[config.mk]
export PLATFORM = sky130hd
export DESIGN_NAME = mem_access_arbiter_flat
export DESIGN_NICKNAME = d
export VERILOG_FILES = /design/src/rtl/mem_arb_pkg.sv /design/src/rtl/mem_access_arbiter_if.sv /design/src/rtl/mem_arb_picker.sv /design/src/rtl/mem_access_arbiter.sv /design/src/flat_wrapper.sv
export SDC_FILE = /design/constraint.sdc
export NUM_CORES = 1
export LEC_CHECK = 0
export CAP_MARGIN = 20
export CORE_ASPECT_RATIO = 1.2
export CORE_UTILIZATION = 35
export DETAILED_ROUTE_END_ITERATION = 12
export GPL_ROUTABILITY_DRIVEN = 0
export PLACE_DENSITY = 0.94
export SYNTH_ARGS = -nofsm -noshare
export SYNTH_HDL_FRONTEND = slang
export SYNTH_SLANG_ARGS = --single-unit
[constraint.sdc]
create_clock -name clk -period 4.1 [get_ports clk]
set_input_delay 0.82 -clock clk [delete_from_list [all_inputs] [get_ports clk]]
set_output_delay 0.82 -clock clk [all_outputs]
set_load 0.01 [all_outputs]
[src/rtl/mem_arb_pkg.sv]
// Shared types and micro-code bit positions for the two-port memory access arbiter.
// Optional feature macro used by this block: MEM_ARB_RR_EN (round-robin arbitration).
package mem_arb_pkg;

  typedef enum logic [2:0] {
    ST_IDLE = 3'd0,
    ST_LD   = 3'd1,
    ST_RD   = 3'd2,
    ST_WR   = 3'd3,
    ST_DONE = 3'd4
  } state_t;

  // Bit positions inside the 32-bit memory control word
  localparam int MC_LD_MAR = 4;  // MAR <= mem_addr
  localparam int MC_RD_MEM = 3;  // MBR <= mem[MAR]
  localparam int MC_LD_MBR = 2;  // MBR <= mem_data_in
  localparam int MC_WR_MEM = 1;  // mem[MAR] <= MBR

  // One-hot control word with a single bit set
  function automatic logic [31:0] mc_bit(input int pos);
    return 32'(1) << pos;
  endfunction

endpackage

[src/rtl/mem_access_arbiter_if.sv]
// Requester handshake and memory-side bus of the memory access arbiter.
// Vectors are indexed by requester port (0 or 1).
interface mem_access_arbiter_if;
  logic [1:0]       req;
  logic [1:0]       we;
  logic [1:0][7:0]  addr;
  logic [1:0][15:0] wdata;
  logic [1:0]       done;
  logic [15:0]      rdata;
  logic             busy;
  logic [31:0]      mem_micro_code;
  logic [7:0]       mem_addr;
  logic [15:0]      mem_data_in;
  logic [15:0]      mem_data_out;

  // Arbiter side
  modport slave (
    input  req, we, addr, wdata, mem_data_out,
    output done, rdata, busy, mem_micro_code, mem_addr, mem_data_in
  );

  // Requester / memory environment side
  modport master (
    output req, we, addr, wdata, mem_data_out,
    input  done, rdata, busy, mem_micro_code, mem_addr, mem_data_in
  );
endinterface

[src/rtl/mem_arb_picker.sv]
// Grant decision between the two requesters. Purely combinational.
// MEM_ARB_RR_EN selects round-robin on contention; otherwise port 0 always wins.
module mem_arb_picker (
  input  logic [1:0] req,
  input  logic       last_served,
  output logic       grant_valid,
  output logic       grant_port
);

  assign grant_valid = |req;

`ifdef MEM_ARB_RR_EN
  // On contention hand the grant to the port that was not served last
  always_comb begin
    grant_port = req[1];
    if (&req) begin
      grant_port = ~last_served;
    end
  end
`else
  // Fixed priority: port 0 wins whenever it requests; history is not needed
  logic unused_last_served;
  assign unused_last_served = last_served;

  always_comb begin
    grant_port = ~req[0];
  end
`endif

endmodule

[src/rtl/mem_access_arbiter.sv]
// Two-port arbiter sequencing single-word reads/writes through a MAR/MBR memory.
// Access flow: IDLE -> LD -> RD|WR -> DONE -> IDLE (done three cycles after sampling).
// Optional feature macro: MEM_ARB_RR_EN (round-robin instead of fixed priority).
module mem_access_arbiter
  import mem_arb_pkg::*;
(
  input logic                  clk,
  input logic                  rst,
  mem_access_arbiter_if.slave  bus
);

  state_t        state_reg, state_next;
  logic          port_reg;
  logic          we_reg;
  logic [7:0]    addr_reg;
  logic [15:0]   wdata_reg;
  logic          last_served_reg;
  logic          grant_valid;
  logic          grant_port;
  logic [31:0]   mc_comb;
  logic [1:0]    done_comb;
  logic [15:0]   rdata_comb;

  mem_arb_picker u_picker (
    .req         (bus.req),
    .last_served (last_served_reg),
    .grant_valid (grant_valid),
    .grant_port  (grant_port)
  );

  // State register plus operand capture at the moment a request leaves IDLE
  always_ff @(posedge clk) begin
    if (rst) begin
      state_reg       <= ST_IDLE;
      port_reg        <= 1'b0;
      we_reg          <= 1'b0;
      addr_reg        <= 8'h00;
      wdata_reg       <= 16'h0000;
      last_served_reg <= 1'b1;
    end else begin
      state_reg <= state_next;
      if (state_reg == ST_IDLE && grant_valid) begin
        port_reg  <= grant_port;
        we_reg    <= bus.we[grant_port];
        addr_reg  <= bus.addr[grant_port];
        wdata_reg <= bus.wdata[grant_port];
`ifdef MEM_ARB_RR_EN
        last_served_reg <= grant_port;
`endif
      end
    end
  end

  // Next-state logic and per-state memory control / completion outputs
  always_comb begin
    state_next = state_reg;
    mc_comb    = '0;
    done_comb  = '0;
    rdata_comb = '0;
    case (state_reg)
      ST_IDLE: begin
        if (grant_valid) state_next = ST_LD;
      end
      ST_LD: begin
        mc_comb = mc_bit(MC_LD_MAR);
        if (we_reg) begin
          mc_comb    = mc_comb | mc_bit(MC_LD_MBR);
          state_next = ST_WR;
        end else begin
          state_next = ST_RD;
        end
      end
      ST_RD: begin
        mc_comb    = mc_bit(MC_RD_MEM);
        state_next = ST_DONE;
      end
      ST_WR: begin
        mc_comb    = mc_bit(MC_WR_MEM);
        state_next = ST_DONE;
      end
      ST_DONE: begin
        done_comb[port_reg] = 1'b1;
        if (!we_reg) rdata_comb = bus.mem_data_out;
        state_next = ST_IDLE;
      end
      default: state_next = ST_IDLE;
    endcase
  end

  // Reset gates the control word immediately so an interrupted access never touches memory
  assign bus.mem_micro_code = rst ? 32'h0 : mc_comb;
  assign bus.mem_addr       = addr_reg;
  assign bus.mem_data_in    = wdata_reg;
  assign bus.done           = done_comb;
  assign bus.rdata          = rdata_comb;
  assign bus.busy           = (state_reg != ST_IDLE);

endmodule
[src/flat_wrapper.sv]
// flat-port wrapper written by rule: the top's interface ports become plain ports
module mem_access_arbiter_flat import mem_arb_pkg::*;
  (clk, rst, bus_req, bus_we, bus_addr, bus_wdata, bus_mem_data_out, bus_done, bus_rdata, bus_busy, bus_mem_micro_code, bus_mem_addr, bus_mem_data_in);
  mem_access_arbiter_if bus_i ();
  input logic clk;
  input logic rst;
  input wire logic [$bits(bus_i.req)-1:0] bus_req;
  input wire logic [$bits(bus_i.we)-1:0] bus_we;
  input wire logic [$bits(bus_i.addr)-1:0] bus_addr;
  input wire logic [$bits(bus_i.wdata)-1:0] bus_wdata;
  input wire logic [$bits(bus_i.mem_data_out)-1:0] bus_mem_data_out;
  output wire logic [$bits(bus_i.done)-1:0] bus_done;
  output wire logic [$bits(bus_i.rdata)-1:0] bus_rdata;
  output wire logic [$bits(bus_i.busy)-1:0] bus_busy;
  output wire logic [$bits(bus_i.mem_micro_code)-1:0] bus_mem_micro_code;
  output wire logic [$bits(bus_i.mem_addr)-1:0] bus_mem_addr;
  output wire logic [$bits(bus_i.mem_data_in)-1:0] bus_mem_data_in;
  assign bus_i.req = bus_req;
  assign bus_i.we = bus_we;
  assign bus_i.addr = bus_addr;
  assign bus_i.wdata = bus_wdata;
  assign bus_i.mem_data_out = bus_mem_data_out;
  assign bus_done = bus_i.done;
  assign bus_rdata = bus_i.rdata;
  assign bus_busy = bus_i.busy;
  assign bus_mem_micro_code = bus_i.mem_micro_code;
  assign bus_mem_addr = bus_i.mem_addr;
  assign bus_mem_data_in = bus_i.mem_data_in;
  mem_access_arbiter u_core (.clk(clk), .rst(rst), .bus(bus_i));
endmodule
Word level (Yosys, flattened, before mapping)
Index checks and enable logic that the tools add are counted.

storage, ports and cells
  bits in registers = 29
  bits of input ports = 70

cells by class
  magnitude comparators = 3
  equal/unequal tests = 5
  bitwise gates (word level) = 1
  reduce and logical (&&, ||, !) cells = 6
  muxes and demuxes = 17

operators with widths
  operator              count
  $pmux W32 S3          1
  $mux W16              4
  $mux W32              1
  $mux W8               2
  $pmux W3 S3           1
  $eq A3 B2 Y1 const B  2
  $mux W3               2
  $lt A1 B2 Y1 const B  2
  $mux W1               4
  $reduce_or A2 Y1      2
  $eq A3 B1 Y1 const B  1
  $eq A3 B3 Y1 const B  1
  $logic_not A3 Y1      1
  $reduce_bool A3 Y1    1
  $logic_and A1 B1 Y1   2
  $mux W2               1
  $ne A2 B1 Y1 const B  1
  $demux W1 S1          1
  $ge A1 B1 Y1 const B  1
  $not A1 Y1            1

Logic depth before layout (Yosys ltp)
  depth after elaboration = 5
  depth in mapped cells = 7

By module
A second synthesis with hierarchy kept.

unflattened totals
  cells, all modules = 181
  area, all modules = 1771.7 um2

modules (own cells, without submodules)
  module              cells each  area each (um2)  instances  sequential area each (um2)
  mem_access_arbiter  179         1761.7           1          580.6
  mem_arb_picker      2           10.0             1          0.0

Worst setup path after synthesis
OpenSTA, ideal clock, no wires.

  kind = input port to output port
  from = input rst
  to = output bus_mem_micro_code[2]
  required time = 3280 ps
  setup slack = 1699 ps
  arrival = 1581 ps
  cell stages on the path = 2
  buffers on the path = 0
  cell sequence = nor4b_1 > and2_1

between the ends
  cells in the longest elaborated chain, start to end = 1

ends and longest elaborated chain
  what             line                      text
  start, declared  flat_wrapper.sv:6         input logic rst;
  $mux W32         mem_access_arbiter.sv:91  assign bus.mem_micro_code = rst ? 32'h0 : mc_comb;
  end, declared    flat_wrapper.sv:15        output wire logic [$bits(bus_i.mem_micro_code)-1:0] bus_mem_micro_code;

Every way passes these cells.

Worst setup path after layout
  from = register u_core.state_reg[2]
  to = output bus_rdata[9]

between the ends
  cells in the longest elaborated chain, start to end = 2

ends and longest elaborated chain
  what                    line                      text
  start, declared         mem_access_arbiter.sv:12  state_t state_reg, state_next;
  start signal, assigned  mem_access_arbiter.sv:41  state_reg <= state_next;
  $eq A3 B3 Y1            mem_access_arbiter.sv:60  case (state_reg)
  $mux W16                mem_access_arbiter.sv:60
  end, declared           flat_wrapper.sv:13        output wire logic [$bits(bus_i.rdata)-1:0] bus_rdata;

Every way passes these cells.

==> impl_metrics.csv <==
group,metric,value,unit
placement,place_area,2820,sq um
clock_tree,numCtsBuffers,5,
global_route,grt_pass1_vias,1596,
detailed_routing,wl_per_cell,13.3,um
detailed_routing,drt_wl_total,4700,um
power_and_ir_drop,ir_drop,0.162,mV
clock_tree,post-cts-setup-buffer-count,0,
floorplanning,num_rows,28,
floorplanning,io_pins,145,
clock_tree,clk_latency,0.27,ns
clock_tree,clkTransAtPathRegs,0.06,ns
finish,fillCellCount,403,
floorplanning,die_h,80.0,um
power_and_ir_drop,powerDensity,318,nW/um^2
detailed_routing,ant_nets,0,
synth,yosys_warnings,0,
power_and_ir_drop,p_leak,1.16,nW
finish,drive_above_1_share,0.116,
worst_hold_path,min_path_type,"flop to flop",
timing,rsz0062_at_grt,"no",
critical_path,crit_start,"u_core.state_reg[2]",
critical_path,endpoint_kind,"output pin",
clock_tree,ctsHoldBuffers,0,
synth,synth_seq_cells,29,
timing,setup_slack,0.866,ns
global_route,grt-ovfl-total,0,
detailed_routing,drtPass1Iterations,2,
synth,avgSynthCellArea,9.65,sq um
floorplanning,core_area,4900,sq um
clock_tree,clk_path_buf_depth,2,
timing,finalHoldViolCount,0,
global_route,grt_max_degree,31,
timing,slew_headroom,0.500,
detailed_routing,avgViaCountPerCell,4.69,
timing,fin_tns_setup,0,ns
global_route,track_usage,0.180,
finish,nets,363,
critical_path,crit_path_end,"bus_rdata[9]",
timing,clock_skew,0.00537,ns
detailed_routing,vias,1661,
job,cap_violations,0,
critical_path,arrival,2.41,ns
clock_tree,tritoncts,"built",
clock_tree,cts.sinks,29,
finish,largest_reg_flops,16,
critical_path,crit_path_start_kind,"flop",
global_route,antenna_found_initial,0,
timing,maxSlewViolCount,0,
timing,finalSetupViolations,0,
timing,period_minus_slack,3.23,ns
placement,port_buffers,116,
clock_tree,htreeDepth,2,
clock_tree,root_buffer,"clkbuf_8",
floorplanning,die-area,5360,sq um
critical_path,required,3.28,ns
timing,max_freq,0.309,GHz
placement,pre_cts_ws,1.00,ns
finish,mostFrequentLayoutCells,"clkdlybuf4s50_1, dfxtp_1, conb_1",
floorplanning,start_util,0.362,
placement,dp_hpwl,3520,um
finish,antenna_cells,0,
synth,mappedNetlistArea,1780,sq um
detailed_routing,dr.first_iter.drc_count,31,
power_and_ir_drop,power,0.000923,W
clock_tree,cts-resized-gates,0,
finish,postLayoutCoreUtil,0.591,
synth,synthCells,184,
critical_path,r2r_cells,4,
detailed_routing,drc_errors,0,
floorplanning,die_w,67.0,um
finish,final_common_cell,"clkdlybuf4s50_1",
global_route,grt_pass1_wl,7280,um
critical_path,critPathMaxFanout,16,
status,status,"finished clean",
critical_path,worstSetupPathType,"flop to output pin",
timing,worst_pin_slew,0.750,ns
critical_path,rr_startpoint,"u_core.state_reg[0]",
synth,seq_area_frac_synth,0.327,
synth,synth.distinct_cells,23,
timing,min_period_over_period,0.789,
critical_path,rrSetupSlack,2.49,ns
critical_path,rr_endpoint,"u_core.bus.mem_data_in[13]",
finish,syn_to_final_growth,63.4,%
finish,finalInstanceArea,2900,sq um
==> logic make-up after synthesis <==
logic type / Yosys count / synth area share
AND/OR/NAND/NOR: 29 / 0.104
other: 1 / 0.00211
flip-flops: 29 / 0.327
AO/OA/AOI/OAI: 53 / 0.244
multiplexers: 25 / 0.141
buffers and inverters: 47 / 0.183
==> area by class of cell <==
cell class | instances | area [sq um] | area share
repair buffers | 119 | 1170 | 0.405
multi-input cells | 135 | 977 | 0.337
flip-flops and latches | 29 | 581 | 0.200
well taps | 60 | 75.1 | 0.0259
clock buffers | 6 | 72.6 | 0.0250
inverters | 3 | 11.3 | 0.00388
clock inverters | 2 | 10.0 | 0.00345
==> stage by stage <==
step	std cells	hold slack [ns]
finish	354	0.520
detailed placement	346	0.513
floorplan	211	0.456
CTS	354	0.522
global route	354	0.544
global placement	346	0.502
==> power breakdown <==
part | switching (W) | total, W | internal (W)
logic | 0.000158 | 0.000354 | 0.000196
registers | 0.0000258 | 0.000351 | 0.000325
clock network | 0.000101 | 0.000218 | 0.000117
total | 0.000285 | 0.000923 | 0.000638
==> synth_stat cells <==
cell	number	share of area
nor3b_1	1	0.0042
nor2_1	3	0.0063
nor3_1	1	0.0028
clkbuf_1	5	0.011
buf_6	5	0.032
a211oi_1	6	0.025
and2_1	18	0.063
buf_2	3	0.0085
or2_1	1	0.0035
conb_1	1	0.0021
a21o_1	1	0.0042
and2_4	1	0.0049
mux2i_1	25	0.14
a21oi_1	26	0.073
or3b_1	1	0.0049
inv_1	3	0.0063
clkbuf_2	1	0.0028
nor4b_1	2	0.0099
buf_1	2	0.0042
buf_4	28	0.12
dfxtp_1	29	0.33
a211oi_2	20	0.14
nor2b_1	1	0.0035
==> layer usage <==
metal	wire length (um)	up-vias	global-route usage	part of all wire
li1	-	809	-	-
met3	511	6	0.0586	0.11
met2	2440	99	0.322	0.52
met5	0	-	0	0
met1	1690	747	0.192	0.36
met4	55	0	0.0638	0.012
==> worst max-delay path: stages, from the launching register on <==
cell,delay (ns)
dfxtp_1,0.41
or3b_1,0.40
nor2_1,0.54
and2_1,0.23
clkdlybuf4s50_1,0.57
==> worst min-delay path by stage <==
stage | from | cells after the start | slack [ns] | to
finish | u_core.bus.mem_data_in[14] | 2 | 0.52 | u_core.bus.mem_data_in[14]
global route | u_core.state_reg[1] | 1 | 0.54 | u_core.state_reg[1]
CTS | u_core.bus.mem_data_in[14] | 2 | 0.52 | u_core.bus.mem_data_in[14]
detailed placement | u_core.bus.mem_data_in[14] | 2 | 0.51 | u_core.bus.mem_data_in[14]
global placement | u_core.state_reg[1] | 1 | 0.50 | u_core.state_reg[1]
floorplan | u_core.state_reg[1] | 1 | 0.46 | u_core.state_reg[1]
Power figures use the tool's default switching activity.
